$ cat src/rtl/snake_move_ctrl.sv
// snake_move_ctrl: game-state FSM and step timer for a snake game.
// It paces the snake with a programmable step period, buffers player turns
// in a small queue, and applies one queued turn on each step.
module snake_move_ctrl #(
  parameter int unsigned BASE_PERIOD = 12_500_000,
  parameter int unsigned FIFO_DEPTH  = 4
) (
  input  logic        clk,
  input  logic        rst,
  input  logic        start,
  input  logic        pause,
  input  logic        collide,
  input  logic [3:0]  direc_in,
  input  logic        direc_valid,
  input  logic [1:0]  speed_sel,
  output logic        step,
  output logic [3:0]  head_dir,
  output logic [1:0]  state,
  output logic        fifo_full,
  output logic [15:0] step_cnt
);

  // FIFO_DEPTH is a power of two (2..8), so the pointers wrap naturally and
  // occupancy needs one extra bit to represent a completely full queue.
  localparam int unsigned PTR_W = (FIFO_DEPTH > 1) ? $clog2(FIFO_DEPTH) : 1;
  localparam int unsigned OCC_W = PTR_W + 1;

  localparam logic [23:0]      BASE  = 24'(BASE_PERIOD);
  localparam logic [OCC_W-1:0] DEPTH = OCC_W'(FIFO_DEPTH);

  localparam logic [3:0] DIR_UP = 4'b1000;

  typedef enum logic [1:0] {
    S_IDLE  = 2'b00,
    S_RUN   = 2'b01,
    S_PAUSE = 2'b10,
    S_OVER  = 2'b11
  } state_e;

  state_e           state_q, state_d;
  logic [23:0]      cnt_q, cnt_d;
  logic [23:0]      period_q, period_d;
  logic             step_q, step_d;
  logic [3:0]       head_q, head_d;
  logic [3:0]       fifo_q [FIFO_DEPTH];
  logic [3:0]       fifo_d [FIFO_DEPTH];
  logic [PTR_W-1:0] rd_q, rd_d;
  logic [PTR_W-1:0] wr_q, wr_d;
  logic [OCC_W-1:0] occ_q, occ_d;
  logic [15:0]      step_cnt_q, step_cnt_d;

  logic             queue_empty;
  logic             queue_full;
  logic [3:0]       newest;
  logic [3:0]       ref_dir;
  logic             dir_onehot;
  logic             counting;
  logic             wrap;
  logic             push;
  logic             pop;
  logic [23:0]      sel_period;

  // Reversing into the body is never a legal turn: swap up/down and left/right.
  function automatic logic [3:0] opposite(input logic [3:0] d);
    return {d[2], d[3], d[0], d[1]};
  endfunction

  assign sel_period  = BASE >> speed_sel;
  assign queue_empty = (occ_q == '0);
  assign queue_full  = (occ_q == DEPTH);
  assign newest      = fifo_q[wr_q - PTR_W'(1)];
  assign ref_dir     = queue_empty ? head_q : newest;
  assign dir_onehot  = $onehot(direc_in);

  // The period counter only advances in RUN when no state change is
  // requested, so a pause or collide cycle freezes it and never steps.
  assign counting = (state_q == S_RUN) && !collide && !pause;
  assign wrap     = counting && (cnt_q == period_q - 24'd1);
  assign pop      = wrap && !queue_empty;

  // A turn is judged against the newest queued turn (or the live heading),
  // before any pop on this same edge.
  assign push = (state_q == S_RUN) && direc_valid && dir_onehot &&
                (direc_in != ref_dir) && (direc_in != opposite(ref_dir)) &&
                !queue_full;

  // Next-state logic: FSM transitions, step timing and turn-queue updates.
  always_comb begin
    state_d    = state_q;
    cnt_d      = cnt_q;
    period_d   = period_q;
    step_d     = 1'b0;
    head_d     = head_q;
    fifo_d     = fifo_q;
    rd_d       = rd_q;
    wr_d       = wr_q;
    occ_d      = occ_q;
    step_cnt_d = step_cnt_q;

    case (state_q)
      S_IDLE: begin
        if (start) begin
          state_d  = S_RUN;
          cnt_d    = '0;
          period_d = sel_period;
        end
      end
      S_RUN: begin
        if (collide) begin
          state_d = S_OVER;
        end else if (pause) begin
          state_d = S_PAUSE;
        end else if (wrap) begin
          cnt_d    = '0;
          period_d = sel_period;
          step_d   = 1'b1;
          if (step_cnt_q != 16'hFFFF) begin
            step_cnt_d = step_cnt_q + 16'd1;
          end
        end else begin
          cnt_d = cnt_q + 24'd1;
        end
      end
      S_PAUSE: begin
        if (collide) begin
          state_d = S_OVER;
        end else if (pause) begin
          state_d = S_RUN;
        end
      end
      S_OVER: begin
        if (start) begin
          state_d    = S_IDLE;
          cnt_d      = '0;
          head_d     = DIR_UP;
          rd_d       = '0;
          wr_d       = '0;
          occ_d      = '0;
          step_cnt_d = '0;
        end
      end
      default: begin
        state_d = S_IDLE;
      end
    endcase

    if (pop) begin
      head_d = fifo_q[rd_q];
      rd_d   = rd_q + PTR_W'(1);
    end

    if (push) begin
      fifo_d[wr_q] = direc_in;
      wr_d         = wr_q + PTR_W'(1);
    end

    if (push && !pop) begin
      occ_d = occ_q + OCC_W'(1);
    end else if (pop && !push) begin
      occ_d = occ_q - OCC_W'(1);
    end
  end

  // State registers; reset returns everything to the idle, empty-queue state.
  always_ff @(posedge clk or negedge rst) begin
    if (!rst) begin
      state_q    <= S_IDLE;
      cnt_q      <= '0;
      period_q   <= BASE;
      step_q     <= 1'b0;
      head_q     <= DIR_UP;
      rd_q       <= '0;
      wr_q       <= '0;
      occ_q      <= '0;
      step_cnt_q <= '0;
      for (int i = 0; i < int'(FIFO_DEPTH); i++) begin
        fifo_q[i] <= '0;
      end
    end else begin
      state_q    <= state_d;
      cnt_q      <= cnt_d;
      period_q   <= period_d;
      step_q     <= step_d;
      head_q     <= head_d;
      rd_q       <= rd_d;
      wr_q       <= wr_d;
      occ_q      <= occ_d;
      step_cnt_q <= step_cnt_d;
      fifo_q     <= fifo_d;
    end
  end

  assign step      = step_q;
  assign head_dir  = head_q;
  assign state     = state_q;
  assign fifo_full = queue_full;
  assign step_cnt  = step_cnt_q;

endmodule

$ cat config.mk
export PLATFORM = sky130hd
export DESIGN_NAME = snake_move_ctrl
export DESIGN_NICKNAME = d
export VERILOG_FILES = /design/src/rtl/snake_move_ctrl.sv
export SDC_FILE = /design/constraint.sdc
export NUM_CORES = 1
export LEC_CHECK = 0
export CELL_PAD_IN_SITES_DETAIL_PLACEMENT = 1
export CELL_PAD_IN_SITES_GLOBAL_PLACEMENT = 2
export CORE_ASPECT_RATIO = 1.1
export CORE_MARGIN = 2
export CORE_UTILIZATION = 41
export CTS_CLUSTER_SIZE = 40
export DETAILED_ROUTE_END_ITERATION = 12
export PLACE_DENSITY = 0.83
export SLEW_MARGIN = 20
export SYNTH_ARGS = -nofsm -noshare
export SYNTH_HDL_FRONTEND = slang
export SYNTH_SLANG_ARGS = --single-unit
$ cat constraint.sdc
create_clock -name clk -period 6.39 [get_ports clk]
set_clock_uncertainty 0.2 [all_clocks]
set_input_delay 1.278 -clock clk [delete_from_list [all_inputs] [get_ports clk]]
set_output_delay 1.278 -clock clk [all_outputs]
set_load 0.005 [all_outputs]
# ---- Word level (Yosys, flattened, before mapping)
# Cells that the tools add are included.
dict set report op_classes {
  n_addsub 11
  shift 1
  order_cmp 4
  reduce_logical 37
  n_bitwise 3
  eq_ne 18
  muxes 47
}
# op n
set op_table {}
lappend op_table {{$mux W24} 8}
lappend op_table {{$pmux W24 S2} 2}
lappend op_table {{$mux W16} 5}
lappend op_table {{$mux W4} 9}
lappend op_table {{$pmux W16 S2} 1}
lappend op_table {{$add A24 B1 Y24 const B} 1}
lappend op_table {{$eq A24 B24 Y1} 1}
lappend op_table {{$shr A24 B2 Y24 const A} 1}
lappend op_table {{$sub A24 B1 Y24 const B} 1}
lappend op_table {{$mux W2} 9}
lappend op_table {{$add A16 B1 Y16 const B} 1}
lappend op_table {{$bmux W4 S2} 2}
lappend op_table {{$bwmux W16} 1}
lappend op_table {{$ne A16 B16 Y1 const B} 1}
lappend op_table {{$reduce_bool A2 Y1} 7}
lappend op_table {{$logic_and A1 B1 Y1} 12}
lappend op_table {{$mux W3} 4}
lappend op_table {{$ne A2 B2 Y1 const B} 5}
lappend op_table {{$ge A3 B3 Y1 const B} 3}
lappend op_table {{$not A2 Y3} 3}
lappend op_table {{$demux W4 S2} 1}
lappend op_table {{$ne A4 B4 Y1} 2}
lappend op_table {{$pmux W2 S4} 1}
lappend op_table {{$reduce_and A4 Y1} 2}
lappend op_table {{other kinds (22)} 38}
dict set report word_totals {
  wordCells 134
  in_bits 12
  regBits 94
  out_inout_bits 24
}

# ---- Longest topological paths before layout
# Gate-level depths: netlist of run 1.
dict set report depth {
  word_depth 14
  ltp_mapped 17
  depth_no_buf 15
}

# ---- Least setup slack after synthesis of run 1
# No wires, ideal clock.
dict set report synth_timing {
  path_kind {input to register}
  from {input port direc_in[0]}
  to {register occ_q[2]}
  arrival_time_ps 4306
  slack_ps 1730
  n_path_buf 1
  path_stages 15
  setup_time_ps 154
  required_time_ps 6036
  path_cell_list {clkbuf_1 > inv_1 > fa_1 > inv_1 > ha_1 > ha_1 > nor2_1 > nand3_1 > nor3_2 > inv_1 > ha_1 > o31ai_1 > nor3b_1 > o21ai_0 > o311ai_0}
}
dict set report synth_between {
  elab_chain_cells 11
  elab_cells_between_ends 17
  classes_between {2 x add/sub; 3 x eq/ne; 2 x mux; 10 x reduce/logical}
}
# item line
set synth_rtl {}
lappend synth_rtl {{from (decl)} 13} ;# input logic [3:0] direc_in,
lappend synth_rtl {{$add A1 B1 Y2 (not written as such)} 73} ;# assign dir_onehot = $onehot(direc_in);
lappend synth_rtl {{$add A2 B2 Y3 (not written as such)} 73}
lappend synth_rtl {{$eq A3 B1 Y1} 73}
lappend synth_rtl {{$logic_and A1 B1 Y1 (2 in a row)} 83} ;# assign push = (state_q == S_RUN) && direc_valid && dir_onehot &&
lappend synth_rtl {{$logic_and A1 B1 Y1 * (2 in a row)} 84} ;# (direc_in != ref_dir) && (direc_in != opposite(ref_dir)) &&
lappend synth_rtl {{$logic_not A1 Y1} 159} ;# end else if (pop && !push) begin
lappend synth_rtl {{$logic_and A1 B1 Y1} 159}
lappend synth_rtl {{$reduce_bool A3 Y1 (no line) / $mux W3 (equally long branches)} -}
lappend synth_rtl {{$reduce_and A2 Y1 (no line) / $mux W3 (equally long branches)} -}
lappend synth_rtl {{to (signal assigned)} 174} ;# occ_q <= '0;
lappend synth_rtl {{to (signal assigned)} 187} ;# occ_q <= occ_d;
lappend synth_rtl {{to (decl)} 49} ;# logic [OCC_W-1:0] occ_q, occ_d;
# Mark *: on every way between the ends. The rest lies on a longest branch, timed or not.
# A chain may end at the register's enable or synchronous reset.

# ---- Worst setup path after layout of run 1
# Ends and elaborated chain as after synthesis.

==> flow_metrics.tcl, run 1 <==
set metrics [dict create \
    cap_violations 0 \
    setup_slack_ns 1.115 \
    detail-route-antenna-nets 0 \
    wl_per_cell_um 18.84 \
    post-cts-setup-buffer-count 0 \
    portBuffers 35 \
    syn_avg_cell_area_sq_um 9.575 \
    cp.required_ns 6.38 \
    ctsHtreeMaxLevel 3 \
    drt_first_iter_violations 204 \
    path_buf_inv 4 \
    crit_slowest_cell "clkdlybuf4s50_1" \
    fin_setup_tns_ns 0 \
    p_comb_frac 0.348 \
    synth_top_cell_by_area "dfrtp_1" \
    cts_sinks 81 \
    final_cell_mix "dfrtp_1 (75), nand2_1 (64), nand3_1 (40), clkdlybuf4s50_1 (34), inv_1 (30)" \
    hold_path_class "reg2reg" \
    fin_crit_sh 0.8254 \
    synth.area.mux_share 0.1290 \
    synth-xor-area-share 0.03095 \
    grt-ovfl-total 0 \
    synth-seq-cells 81 \
    rsz0062_at_grt "false" \
    clk_path_buf_depth 2 \
    critPathArrivalTime_ns 5.26 \
    dp_slack_ns 0.7700 \
    synth_edf_count 0 \
    whs_ns 0.2947 \
    grt_max_degree 82 \
    pin_count 36 \
    wl_mm 13.38 \
    vias 4139 \
    synth_top_area_frac 0.3685 \
    drive_above_1_share 0.1205 \
    status "finished, final reports clean" \
    root_buffer "clkbuf_16" \
    cts_hold_buf 0 \
    first_global_vias 4420 \
    ys_types 60 \
    sw_frac_of_total 0.3609 \
    syn_nets 564 \
    fin_cells 710 \
    cp_max_fo 10 \
    clk_pin_slew_worst_paths_ns 0.06 \
    p_leak_nw 2.525 \
    grt_usage 0.2192 \
    synthesis.area_sq_um 5094 \
    synth_top_family_by_area "simple AND/OR/NAND/NOR gates" \
    synth_compound_area_frac 0.1157 \
    fp.dieH_um 120.9 \
    antenna_found_initial 0 \
    syn_to_final_growth_pct 14.49 \
    worstSetupEndpointType "flip-flop" \
    max_freq_ghz 0.1896 \
    drc 0 \
    seq_power_share 0.371 \
    synthAdderAreaFrac 0.05060 \
    switching_power_uw 683.4 \
    dp_hpwl_mm 9.358 \
    antenna_cells 0 \
    ys_top_cells_by_area "dfrtp_1 (37%), mux2_4 (4.7%), nand2_1 (4.7%), ha_1 (4.7%), nand3_1 (3.9%)" \
    placementRows 42 \
    ir_worst_vdd_mv 0.2620 \
    cts_buffers 9 \
    die_w_um 110.3 \
    hold_viol_final 0 \
    startpoint_type "primary input" \
    final-setup-viol-count 0 \
    fin_crit_ns 5.275 \
    slowest_delay_ns 0.66 \
    slew_headroom 0.4843 \
    tightestPinTransition_ns 0.7735 \
    clock_latency_ns 0.35 \
    synth_async_sr_flop_share 1.000 \
    netlist_instances 532 \
    clkPwrFrac 0.281 \
    grt_pass1_wl_mm 22.52 \
    cts_tree "built" \
    layout_commonest_cell "dfrtp_1" \
    final_max_slew_viol_count 0 \
    post_drt_via_cell_ratio 5.830 \
    p_int_mw 1.210 \
    yosysSeqAreaShare 0.3994 \
    critPathTopFamily "adder cells" \
    die-area_sq_um 13330 \
    core_area_sq_um 12090 \
    first_pass_iters 4 \
    gp_routability_congestion 0.8142 \
    path_class "in2reg" \
    fin_nets 583 \
    dp_cells 694 \
    path_cells "clkdlybuf4s50_1 -> inv_1 -> fa_1 -> inv_1 -> ha_1 -> ha_1 -> nor2_1 -> nand3_1 -> nor3_2 -> inv_1 -> ha_1 -> o31ai_1 -> nor3b_1 -> o21ai_0 -> o311ai_0" \
    synthFlopType "dfrtp_1" \
    p_per_area_nw_per_um2 324.7 \
    yosys.area_share.simple 0.2230 \
    cts_resized 0 \
    yosysWarnings 0 \
    start_util 0.4214 \
]
-- final timing paths --
kind,slack (ns),cells after the start,endpoint,startpoint
max,1.12,15,occ_q[2]$_DFFE_PN0P_,direc_in[0]
min,0.29,2,period_q[15]$_DFFE_PN1P_,period_q[15]$_DFFE_PN1P_
max reg2reg,2.08,13,occ_q[2]$_DFFE_PN0P_,wr_q[0]$_DFFE_PN0P_
min reg2reg,0.29,2,period_q[15]$_DFFE_PN1P_,period_q[15]$_DFFE_PN1P_
max in group asynchronous,4.68,1,step_cnt[2]$_DFFE_PN0P_,rst
min in group asynchronous,0.79,1,period_q[16]$_DFFE_PN0P_,rst
-- power by group through the flow --
stage,registers [mW],clock network [mW],logic (mW)
6_report,0.703,0.532,0.659
5_1_grt,0.719,0.564,0.733
4_1_cts,0.704,0.544,0.668
3_5_place_dp,0.712,0,0.662
3_3_place_gp,0.702,0,0.636
2_1_floorplan,0.658,0,0.525
-- metrics by stage --
stage                 util  instance area (sq um)  power (mW)
floorplan                -                   5094       1.183
global route        0.4825                   5832       2.015
detailed placement  0.4576                   5530       1.374
finish              0.4825                   5832       1.894
global placement    0.4576                   5530       1.338
CTS                 0.4822                   5828       1.916
-- state kept, by name, indices dropped and copies added, names as in the netlist --
name / count
cnt_q: 24
fifo_q: 16
step_cnt: 16
period_q: 11
head_dir: 4
occ_q: 3
rd_q: 2
state: 2
wr_q: 2
step: 1
-- worst min-delay path: stages (launching register included) --
cell	delay, ns
dfstp_2	0.38
inv_1	0.05
mux2i_1	0.06
-- synthesized netlist by cell type (5+ instances only) --
cell type  count
a21oi_1       22
a221o_1        8
a31oi_1        7
and3_1        11
and3b_1        6
buf_2          7
clkbuf_1      20
dfrtp_1       75
dfstp_2        6
ha_1          19
inv_1         30
mux2_4        16
mux2i_1       11
mux4_2         8
nand2_1       64
nand3_1       40
nand4_1       10
nor2_1        25
nor2b_1        7
nor3_1        16
nor3b_1        9
o21ai_0       20
o311ai_0      11
xnor2_1       13
xor2_1         5
-- final cells by class --
cell class | count | area [sq um]
Sequential cell | 81 | 2034
Multi-Input combinational cell | 388 | 2801
Clock buffer | 11 | 242.7
Tap cell | 154 | 192.7
Inverter | 31 | 116.4
Timing Repair Buffer | 40 | 389.1
Fill cell | 1374 | 6255
Clock inverter | 5 | 55.05
-- kinds of logic (layout without fill, tap and decap cells) --
kind of cell | Yosys count | count (layout)
DFF | 81 | 81
adders and majority gates | 20 | 20
AOI/OAI and AO/OA | 88 | 88
and+or+nand+nor | 218 | 218
muxes | 44 | 44
xor gates and xnor gates | 18 | 18
buffers and inverters | 63 | 87
-- per-layer routing --
| metal | part of all wire | up-vias | GRT usage |
|---|---|---|---|
| li1 | - | 1949 | - |
| met1 | 0.45 | 2142 | 0.2773 |
| met2 | 0.52 | 31 | 0.3765 |
| met3 | 0.013 | 17 | 0.02954 |
| met4 | 0.019 | 0 | 0.08359 |
| met5 | 0 | - | 0 |
(Power assumes the default switching activity.)
==> run 2, diff against run 1 <==
- CORE_UTILIZATION: 41 -> 38
- PLACE_DENSITY: 0.83 -> 0.77
- clock period: 6.39 -> 5.15 ns (I/O delays scaled with it)
==> run 2 against run 1 <==
First-iteration DRC count is 23% lower. Sequential power rose by 24%. Sequential cell count did not move. Cell count grew 1.1%. Global-route usage shrank 2.1 points. Hold slack worse by 0.0034 ns. Critical path type unchanged. Count of clock-buffer cells in the layout is 2 lower. Highest routed layer unchanged. Cell area grew 1.5%. Die area rose by 7.6%.
==> flow_metrics.tcl, run 2 (same netlist as run 1, synthesis figures left out) <==
set metrics [dict create \
    detail-route-antenna-nets 0 \
    first_pass_iters 4 \
    grt-ovfl-total 0 \
    path_class "in2reg" \
    slew_headroom 0.4801 \
    post_drt_via_cell_ratio 5.655 \
    rsz0062_at_grt "false" \
    clock_latency_ns 0.36 \
    startpoint_type "primary input" \
    wl_per_cell_um 18.50 \
    fin_setup_tns_ns 0 \
    ctsHtreeMaxLevel 3 \
    path_cells "clkdlybuf4s50_1 -> inv_1 -> fa_1 -> inv_1 -> ha_1 -> ha_1 -> nor2_1 -> nand3_1 -> nor3_2 -> inv_1 -> ha_1 -> o31ai_1 -> nor3b_1 -> o21ai_0 -> o311ai_0" \
    ir_worst_vdd_mv 0.1964 \
    clk_pin_slew_worst_paths_ns 0.07 \
    crit_slowest_cell "clkdlybuf4s50_1" \
    core_area_sq_um 13160 \
    grt_usage 0.1984 \
    vias 4060 \
    die-area_sq_um 14350 \
    final-setup-viol-count 0 \
    cap_violations 0 \
    syn_to_final_growth_pct 16.19 \
    fin_crit_ns 4.567 \
    hold_path_class "reg2reg" \
    final_cell_area_sq_um 5918 \
    critPathArrivalTime_ns 4.56 \
    largest_register_ffs 24 \
    slowest_delay_ns 0.65 \
    drt_first_iter_violations 158 \
    first_global_vias 4242 \
    worstSetupEndpointType "flip-flop" \
    die_w_um 114.4 \
    dp_hpwl_mm 9.291 \
    post-route-util 0.4498 \
    cts_tree "built" \
    critPathTopFamily "adder cells" \
    dpl_cell_area_sq_um 5547 \
    antenna_found_initial 0 \
    drive_above_1_share 0.1239 \
    dp_slack_ns 0.2591 \
    fp.dieH_um 125.4 \
    wl_mm 13.29 \
    antenna_cells 0 \
    clk_path_buf_depth 2 \
    path_buf_inv 4 \
    regMostFlops "cnt_q" \
    final_max_slew_viol_count 0 \
    fin_nets 584 \
    status "finished, final reports clean" \
    max_freq_ghz 0.2190 \
    p_per_area_nw_per_um2 420.1 \
    cts_buffers 9 \
    fin_crit_sh 0.8868 \
    pin_count 36 \
    drc 0 \
    start_util 0.3871 \
    hold_viol_final 0 \
    grt_max_degree 82 \
    cts_hold_buf 0 \
    cp.required_ns 5.15 \
    placementRows 44 \
    layout_commonest_cell "dfrtp_1" \
    tightestPinTransition_ns 0.7798 \
    grt_pass1_wl_mm 22.51 \
    cts_resized 0 \
    final_cell_mix "dfrtp_1 (75), nand2_1 (64), nand3_1 (40), clkdlybuf4s50_1 (34), inv_1 (30)" \
    setup_slack_ns 0.5829 \
    portBuffers 35 \
    cp_max_fo 7 \
    gp_routability_congestion 0.7725 \
    cts_sinks 81 \
    n_fill_cell 1503 \
    p_leak_nw 2.569 \
    root_buffer "clkbuf_16" \
    post-cts-setup-buffer-count 0 \
]
[run 2: cell types whose count changed in the layout (fill, tap and decap cells not counted), sizes merged]
cell	delta
clkbuf	-2
bufinv	+3
buf	+1
clkinvlp	-2
clkinv	+1
[run 2: power by group]
| group | leakage (nW) | internal [mW] | total [mW] | switching (mW) |
|---|---|---|---|---|
| sequential | 1.08 | 0.745 | 0.871 | 0.126 |
| combinational | 1.31 | 0.371 | 0.809 | 0.438 |
| clock | 0.180 | 0.524 | 0.806 | 0.282 |
[run 2: layer usage]
layer  vias to the layer above  global-route usage  routed length (um)
li1                       1953                   -                   -
met1                      2061              0.2622                6136
met2                        35              0.3303                6701
met3                        11             0.03102                 268
met4                         0             0.06671                 180
met5                         -                   0                   0
[run 2: stage by stage]
stage          hold WS, ns  std cells  power, mW
2_1_floorplan       0.2526        532      1.468
3_3_place_gp        0.2756        702      1.670
3_5_place_dp        0.2845        702      1.700
4_1_cts             0.2940        718      2.521
5_1_grt             0.3195        718      2.645
6_report            0.2913        718      2.486
[run 2: layout make-up]
type,instances,area (sq um),area share
sequential,81,2034,0.3438
clock buffer,9,225.2,0.03805
timing repair buffer,41,396.6,0.06702
clock inverter,7,142.6,0.02410
multi-input combinational,388,2801,0.4734
tap,161,201.4,0.03404
inverter,31,116.4,0.01966
[run 2: tightest hold or removal path, cell delays in order, from the launching register on]
cell     delay (ns)
dfstp_2        0.38
inv_1          0.05
mux2i_1        0.06
[run 2: final timing paths]
path | from | endpoint | slack (ns) | cells past startpoint
worst max-delay path | direc_in[0] | occ_q[2]$_DFFE_PN0P_ | 0.58 | 15
min in group asynchronous | rst | period_q[8]$_DFFE_PN0P_ | 0.53 | 1
worst min-delay path | period_q[20]$_DFFE_PN1P_ | period_q[20]$_DFFE_PN1P_ | 0.29 | 2
worst max register to register | wr_q[0]$_DFFE_PN0P_ | occ_q[2]$_DFFE_PN0P_ | 1.01 | 13
worst min register to register | period_q[20]$_DFFE_PN1P_ | period_q[20]$_DFFE_PN1P_ | 0.29 | 2
max in group asynchronous | rst | step_cnt[9]$_DFFE_PN0P_ | 3.68 | 1
==> run 3, diff against run 2 <==
- CORE_UTILIZATION: 38 -> 41
- PLACE_DENSITY: 0.77 -> 0.94
- clock period: 5.15 -> 5.6 ns (I/O delays scaled with it)
==> run 3 against run 2 <==
Count of clock-buffer cells in the layout rose by 3. Hold slack got worse by 0.0038 ns. Die area fell by 7.1%. Sequential cell count did not move. Global-route usage rose by 2.0 points. Core utilization rose by 3.7 points. Sequential power fell by 7.9%. Via count rose by 1.6%. Critical path depth did not move. Largest cell class unchanged. Largest power group unchanged.
==> flow_metrics.tcl, run 3 (same netlist as run 1, synthesis figures left out) <==
set metrics [dict create \
    clock_latency_ns 0.35 \
    path_cells "clkdlybuf4s50_1 -> inv_1 -> fa_1 -> inv_1 -> ha_1 -> ha_1 -> nor2_1 -> nand3_1 -> nor3_2 -> inv_1 -> ha_1 -> o31ai_1 -> nor3b_1 -> o21ai_0 -> o311ai_0" \
    final_cell_mix "dfrtp_1 (75), nand2_1 (64), nand3_1 (40), clkdlybuf4s50_1 (34), inv_1 (30)" \
    dp_hpwl_mm 9.344 \
    cp_max_fo 7 \
    die_w_um 110.3 \
    vias 4123 \
    cp.required_ns 5.60 \
    critPathArrivalTime_ns 4.58 \
    core_area_sq_um 12090 \
    largest_register_ffs 24 \
    antenna_found_initial 0 \
    die-area_sq_um 13330 \
    pin_count 36 \
    drc 0 \
    post-route-util 0.4866 \
    crit_slowest_cell "clkdlybuf4s50_1" \
    tightestPinTransition_ns 0.7802 \
    regMostFlops "cnt_q" \
    critPathTopFamily "adder cells" \
    cts_resized 0 \
    root_buffer "clkbuf_16" \
    cap_violations 0 \
    fin_crit_sh 0.8178 \
    cts_sinks 81 \
    grt_pass1_wl_mm 22.76 \
    max_freq_ghz 0.2184 \
    final_max_slew_viol_count 0 \
    detail-route-antenna-nets 0 \
    placementRows 42 \
    wl_mm 13.23 \
    start_util 0.4214 \
    r2r_slack_ns 1.52 \
    clk_path_buf_depth 2 \
    drt_first_iter_violations 162 \
    fp.dieH_um 120.9 \
    ctsHtreeMaxLevel 3 \
    post_drt_via_cell_ratio 5.799 \
    fin_crit_ns 4.580 \
    clk_pin_slew_worst_paths_ns 0.06 \
    cts_tree "built" \
    antenna_cells 0 \
    path_buf_inv 4 \
    gp_routability_congestion 0.7940 \
    first_pass_iters 5 \
    drive_above_1_share 0.1239 \
    hp-start "period_q[20]$_DFFE_PN1P_" \
    p_leak_nw 2.558 \
    slowest_delay_ns 0.64 \
    grt-ovfl-total 0 \
    cts_hold_buf 0 \
    final-setup-viol-count 0 \
    p_per_area_nw_per_um2 378.4 \
    r2r_start "wr_q[0]$_DFFE_PN0P_" \
    syn_to_final_growth_pct 15.48 \
    hold_viol_final 0 \
    hold_path_class "reg2reg" \
    fin_nets 584 \
    worstSetupEndpointType "flip-flop" \
    ir_worst_vdd_mv 0.2650 \
    first_global_vias 4488 \
    fin_setup_tns_ns 0 \
    path_class "in2reg" \
    rsz0062_at_grt "false" \
    startpoint_type "primary input" \
    slew_headroom 0.4799 \
    status "finished, final reports clean" \
    wl_per_cell_um 18.61 \
    post-cts-setup-buffer-count 0 \
    grt_usage 0.2186 \
    grt_max_degree 82 \
    portBuffers 35 \
    layout_commonest_cell "dfrtp_1" \
    cts_buffers 9 \
    critPathLaunch "direc_in[0]" \
]
-- run 3: worst reg2reg max path, delay by kind of cell, from the launching register on --
kind	cells	cell delay, ns
AND/OR/NAND/NOR	3	0.61
AO/OA/AOI/OAI	3	0.84
buffers and inverters	2	0.32
multiplexers	2	0.58
adder cells (fa/ha/maj)	2	0.67
flip-flops	1	0.60
XOR/XNOR	1	0.10
-- run 3: cell type report --
class	instances	area [sq um]
Tap cell	154	192.7
Inverter	31	116.4
Timing Repair Buffer	41	396.6
Fill cell	1378	6205
Clock inverter	4	73.82
Clock buffer	12	266.5
Sequential cell	81	2034
Multi-Input combinational cell	388	2801
-- run 3: final timing paths --
path	cells after the start	to
worst max register to register	13	occ_q[2]$_DFFE_PN0P_
worst min register to register	2	period_q[20]$_DFFE_PN1P_
worst max-delay path	15	occ_q[2]$_DFFE_PN0P_
max in group asynchronous	1	fifo_q[1]$_DFFE_PN0P_
min in group asynchronous	1	cnt_q[8]$_DFFE_PN0P_
worst min-delay path	2	period_q[20]$_DFFE_PN1P_
-- run 3: stage by stage --
step           hold WS, ns  power [mW]  cell area [sq um]  setup slack, ns  std cells
2_1_floorplan       0.2526       1.350               5094            1.098        532
3_3_place_gp        0.2719       1.519               5538           0.8830        695
3_5_place_dp        0.2819       1.559               5538           0.6498        695
4_1_cts             0.2916       2.244               5878            1.002        711
5_1_grt             0.3236       2.358               5882           0.7532        711
6_report            0.2875       2.226               5882            1.020        711
-- run 3: where the power goes --
group          switching, mW  total [mW]  internal [mW]
Combinational          0.407       0.746          0.339
Clock                  0.250       0.677          0.427
Sequential             0.117       0.802          0.685
Total                  0.774        2.23           1.45
-- run 3: routing by layer --
layer / up-vias / wire length, um / global-route usage
met5: - / 0 / 0
met4: 0 / 239 / 0.07969
met3: 14 / 318 / 0.02954
met2: 57 / 6713 / 0.3635
met1: 2101 / 5962 / 0.2894
li1: 1951 / - / -
